`config.mk`:
```
export PLATFORM = sky130hd
export DESIGN_NAME = interrupt_controller
export DESIGN_NICKNAME = d
export VERILOG_FILES = /design/src/rtl/int_pkg.sv /design/src/rtl/int_priority_enc.sv /design/src/rtl/interrupt_controller.sv
export SDC_FILE = /design/constraint.sdc
export NUM_CORES = 1
export LEC_CHECK = 0
export CAP_MARGIN = 20
export CORE_MARGIN = 2
export CORE_UTILIZATION = 44
export CTS_CLUSTER_DIAMETER = 40
export DETAILED_ROUTE_END_ITERATION = 10
export PLACE_DENSITY = 0.81
export SYNTH_ARGS = -nofsm -noshare
export SYNTH_HDL_FRONTEND = slang
export SYNTH_SLANG_ARGS = --single-unit
```
`constraint.sdc`:
```
create_clock -name clk -period 1.5 [get_ports clk]
set_input_delay 0.3 -clock clk [delete_from_list [all_inputs] [get_ports clk]]
set_output_delay 0.3 -clock clk [all_outputs]
set_load 0.02 [all_outputs]
```
`src/rtl/int_pkg.sv`:
```
// Shared types and constants for the interrupt controller: source ids, dispatch states, vector layout.
package int_pkg;

  typedef enum logic [2:0] {
    INT_VBLANK,
    INT_STAT,
    INT_TIMER,
    INT_SERIAL,
    INT_JOYPAD
  } int_src_e;

  typedef enum logic [1:0] {
    DS_IDLE,
    DS_PUSH,
    DS_VECTOR
  } dispatch_state_e;

  localparam logic [7:0] INT_VEC_BASE   = 8'h40;
  localparam logic [7:0] INT_VEC_STRIDE = 8'h08;
  localparam logic [2:0] IF_UNUSED      = 3'b111;

  // Vector low byte for a source index: 0x40, 0x48, 0x50, ...
  function automatic logic [7:0] vec_of(input logic [2:0] idx);
    return INT_VEC_BASE + INT_VEC_STRIDE * {5'd0, idx};
  endfunction

endpackage

```
`src/rtl/int_priority_enc.sv`:
```
// Lowest-index-wins priority encoder over the pending-interrupt mask.
module int_priority_enc #(
  parameter int NUM_SRC = 5
) (
  input  logic [NUM_SRC-1:0] mask,
  output logic               valid,
  output logic [2:0]         index
);

  always_comb begin
    valid = 1'b0;
    index = 3'd0;
    // Scan high to low so the last hit, the lowest set bit, is what remains.
    for (int i = NUM_SRC - 1; i >= 0; i--) begin
      if (mask[i]) begin
        valid = 1'b1;
        index = 3'(i);
      end
    end
  end

endmodule

```
`src/rtl/interrupt_controller.sv`:
```
// IF/IE registers, request/wake generation and CPU dispatch handshake (start -> push -> vector).
// Optional macro INT_DISPATCH_CANCEL_EN: re-select the source at commit instead of freezing it at start.
module interrupt_controller
  import int_pkg::*;
#(
  parameter int NUM_SRC  = 5,
  parameter int IE_WIDTH = 8
) (
  input  logic               clk,
  input  logic               reset_n,
  input  logic               cpu_en,
  input  logic [NUM_SRC-1:0] irq_src,
  input  logic               reg_sel,
  input  logic [7:0]         wdata,
  input  logic               write,
  output logic [7:0]         rdata,
  input  logic               ime,
  output logic               int_req,
  output logic               wake,
  input  logic               ack_start,
  input  logic               ack_commit,
  output logic [7:0]         int_vector,
  output logic               int_busy
);

  logic [NUM_SRC-1:0]  if_q;
  logic [IE_WIDTH-1:0] ie_q;
  logic [NUM_SRC-1:0]  pend;
  logic                pend_vld;
  logic [2:0]          pend_idx;
  logic                commit_vld;
  logic [2:0]          commit_idx;
  logic [NUM_SRC-1:0]  clr_mask;
  logic                commit;
  dispatch_state_e     state, state_nxt;

  assign pend = ie_q[NUM_SRC-1:0] & if_q;

  int_priority_enc #(.NUM_SRC(NUM_SRC)) u_prio (
    .mask  (pend),
    .valid (pend_vld),
    .index (pend_idx)
  );

  assign int_req  = ime & (|pend);
  assign wake     = |pend;
  assign int_busy = (state != DS_IDLE);

  always_comb begin
    rdata = 8'hFF;
    if (reg_sel) begin
      rdata = '0;
      rdata[IE_WIDTH-1:0] = ie_q;
    end else begin
      rdata[NUM_SRC-1:0] = if_q;
    end
  end

  always_ff @(posedge clk) begin
    if (!reset_n) state <= DS_IDLE;
    else if (cpu_en) state <= state_nxt;
  end

  always_comb begin
    state_nxt = state;
    commit    = 1'b0;
    case (state)
      DS_IDLE:   if (ack_start) state_nxt = DS_PUSH;
      DS_PUSH:   if (ack_commit) begin
                   state_nxt = DS_VECTOR;
                   commit    = 1'b1;
                 end
      DS_VECTOR: state_nxt = DS_IDLE;
      default:   state_nxt = DS_IDLE;
    endcase
  end

`ifdef INT_DISPATCH_CANCEL_EN
  // Selection follows live IE&IF up to the commit cycle.
  assign commit_vld = pend_vld;
  assign commit_idx = pend_idx;
`else
  logic       sel_vld_q;
  logic [2:0] sel_q;
  logic       latch_sel;

  assign latch_sel = (state == DS_IDLE) && ack_start;

  always_ff @(posedge clk) begin
    if (!reset_n) begin
      sel_q     <= 3'd0;
      sel_vld_q <= 1'b0;
    end else if (cpu_en && latch_sel) begin
      sel_q     <= pend_idx;
      sel_vld_q <= pend_vld;
    end
  end

  assign commit_vld = sel_vld_q;
  assign commit_idx = sel_q;
`endif

  always_comb begin
    clr_mask = '0;
    if (commit && commit_vld) clr_mask[commit_idx] = 1'b1;
  end

  // Source pulses are OR-ed last so they win over both clear and write.
  always_ff @(posedge clk) begin
    if (!reset_n) begin
      if_q       <= '0;
      ie_q       <= '0;
      int_vector <= 8'h00;
    end else if (cpu_en) begin
      if (write && !reg_sel) if_q <= wdata[NUM_SRC-1:0] | irq_src;
      else                   if_q <= (if_q & ~clr_mask) | irq_src;
      if (write && reg_sel) ie_q <= wdata[IE_WIDTH-1:0];
      if (commit) int_vector <= commit_vld ? vec_of(commit_idx) : 8'h00;
    end
  end

endmodule

```
==> run summary, run 1 <==
Outcome: complete, but fails checks
Failing checks: negative setup slack
CTS tree: built
Die Ht: 55.9 µm
Crit Path Max Fanout: 2
Syn avg cell area: 9.18 µm²
Post-route DRC: 0
Max Freq: 622 MHz
Initial Utilization: 46.9%
Grt met2 use: 38.3%
CTS Root Cell: clkbuf_4
Pwr Density: 697 mW/mm²
Max Clock Skew: 0.00762 ns
IO Pins: 40
First-pass detailed-route iteration total: 4
First DRT Iteration DRCs: 31
Post-Synth XOR/XNOR Area: 0%
Bufs and invs on worst path: 1
Initial antenna violation count: 0
Die Area: 0.00312 mm²
Leakage power: 0.829 nW
Proportion of netlist area held by the largest area contributor: 38.9%
Met3 Usage GRT: 2.09%
Largest net degree at the start of global routing: 28
Most used flip-flop cell after synthesis: dfxtp_1
Final min period: 1.61 ns
Synth Cell Area: 0.00118 mm²
Detailed placement HPWL: 2310 µm
Final Setup Violations: 2
Final period util: 107%
Global routing's busiest layer: met2
Final Core Density: 74.3%
Final WL: 3380 µm
CP startpoint kind: flop
Core region area: 0.00252 mm²
# diodes: 0
Final Max Slew Viols: 0
Layout area overhead: 58.4%
Synth Area in Compound Gates: 13.4%
Via density: 5.29
Mux share of post-synthesis cell area: 11.5%
IO buf count: 35
CP endpoint kind: output pin
Number of global-route vias before repair: 1,131
Post-route cell area: 0.00187 mm²
Critical Path RT: 1.20 ns
Global-route wire length before repair: 5210 µm
Drt wl/cell: 15.1 µm
Crit Path Category: flop to output pin
Sequential area share after synthesis: 38.9%
Clock slew at reported path FFs: 0.13 ns
DP Area: 0.00171 mm²
Cells along the critical path: a22oi_2 -> nand3_2 -> and2_4 -> buf_6
Clock tree buffer depth: 2
Final hold vios: 0
Synth cell types: 35
Layout cells sized above 1: 36.3%
H-tree depth: 1
TritonCTS Sinks: 23
Cts bufs inserted: 3
Met1 usage: 25.0%
Largest family of logic cells by synthesized area: simple AND/OR/NAND/NOR gates
Worst skew pair latency: 0.32 ns
Post-synth EDFFs: 0
Final GP Congestion: 0.795
Crit path DAT: 1.31 ns
RSZ-0062 raised after global routing: true
Final #Nets: 215
Yosys warns: 0
Share of synthesized registers carrying an async set or reset: 0%
Top cells by count, synth: dfxtp_1 (23), nand2_1 (15), nand3_1 (10), nor2b_1 (10), mux2i_1 (8)
Num rows: 18
Post-synthesis simple-gate area fraction: 29.7%
Ranking of synthesized cells by area: dfxtp_1 (39%), mux2i_1 (6.8%), nor2b_1 (5.3%)
CP peak stage delay: 0.35 ns
Hold_ws: 0.463 ns
Die X: 55.9 µm
Area leader, netlist: dfxtp_1
Gate Count Post-Synth: 129
CP max-delay cell: dfxtp_2
GRT Util Overall: 21.3%
Setup TNS after final layout: -0.116 ns
Post-Synth Adder-Cell Area: 0%
Kind of cell adding the most delay to the critical path: flip-flops
Hold crit path type: flop to flop
VDD IR max: 0.000650 V
GR Overflow Total: 0
Via count: 1,180
Reported max-cap violation count: 0
Most instantiated library cell after synthesis: dfxtp_1
Final WS setup: -0.108 ns
Final ANT Viol Nets: 0
#FFs+latches synth: 23
==> tightest hold or removal path: cells and delay by family (launching register included) <==
family	cells	cell delay, ns
flip-flops	1	0.33
AO/OA/AOI/OAI	1	0.06
AND/OR/NAND/NOR	1	0.04
==> layout make-up <==
class | count | area [µm²]
Multi-Input combinational cell | 98 | 704
Fill cell | 167 | 648
Timing Repair Buffer | 67 | 631
Sequential cell | 23 | 472
Tap cell | 30 | 37.5
Clock buffer | 4 | 26.3
Inverter | 1 | 3.75
==> path summary, 6_finish.rpt <==
kind | startpoint | to | cells past startpoint | slack (ns)
max | ie_q[2] | int_req | 4 | -0.11
min | int_vector[3] | int_vector[3] | 2 | 0.46
max reg2reg | ie_q[2] | commit_vld | 6 | 0.11
min reg2reg | int_vector[3] | int_vector[3] | 2 | 0.46
==> metal layers <==
| layer | vias to the layer above | part of all wire (%) |
|---|---|---|
| li1 | 585 | - |
| met1 | 548 | 40 |
| met2 | 39 | 53 |
| met3 | 8 | 2.8 |
| met4 | 0 | 3.3 |
| met5 | - | 0 |
==> layout by cell type (no fill, tap or decap), types with 2 or more instances in the layout <==
cell type	instances
buf_4	23
clkdlybuf4s50_1	18
nand2_1	15
dfxtp_1	14
buf_6	14
nor2b_1	10
nand3_1	9
dfxtp_2	9
mux2i_1	8
o22ai_1	7
a21oi_1	6
mux2_4	5
nand2b_1	5
a21boi_0	5
dlygate4sd2_1	5
conb_1	4
clkbuf_4	3
clkdlybuf4s15_2	3
a22oi_2	2
nand3_2	2
nand3b_1	2
nor4_1	2
buf_2	2
==> where the power goes <==
group          total [mW]  internal, mW  switching (mW)
logic               0.346         0.196           0.149
clock network       0.299         0.104           0.195
registers           0.660         0.639          0.0217
==> registers in the layout, indices dropped and copies added (netlist names) <==
| register | flops |
|---|---|
| commit_idx | 3 |
| commit_vld | 1 |
| ie_q | 8 |
| if_q | 5 |
| int_vector | 4 |
| state | 2 |
==> stage by stage <==
stage | cells | setup WS, ns | power (mW)
2_1_floorplan | 132 | 0.102 | 0.818
3_3_place_gp | 211 | -0.596 | 0.964
3_5_place_dp | 211 | -0.599 | 0.975
4_1_cts | 216 | -0.102 | 1.28
5_1_grt | 223 | -0.179 | 1.37
6_report | 223 | -0.108 | 1.31
==> timing repair <==
item	4_1_cts	5_1_grt
endpoints found under the hold margin	0	0
hold buffers	0	0
setup buffers	2	7
resized for setup	70	16
pin swaps	4	3
endpoints found under the setup margin	15	8
==> cells by family after synthesis <==
group	Yosys count
mux	13
other cells	1
buf+inv	11
compound gates	24
flops	23
simple gates	57
Note: power is estimated with default switching activity, not from simulation.
==> inputs of run 2 (changes only) <==
- GPL_ROUTABILITY_DRIVEN: unset -> 0
- HOLD_SLACK_MARGIN: unset -> 0.05
==> results of run 2 <==
Final layout, timing and power as in run 1 (identical DEF).
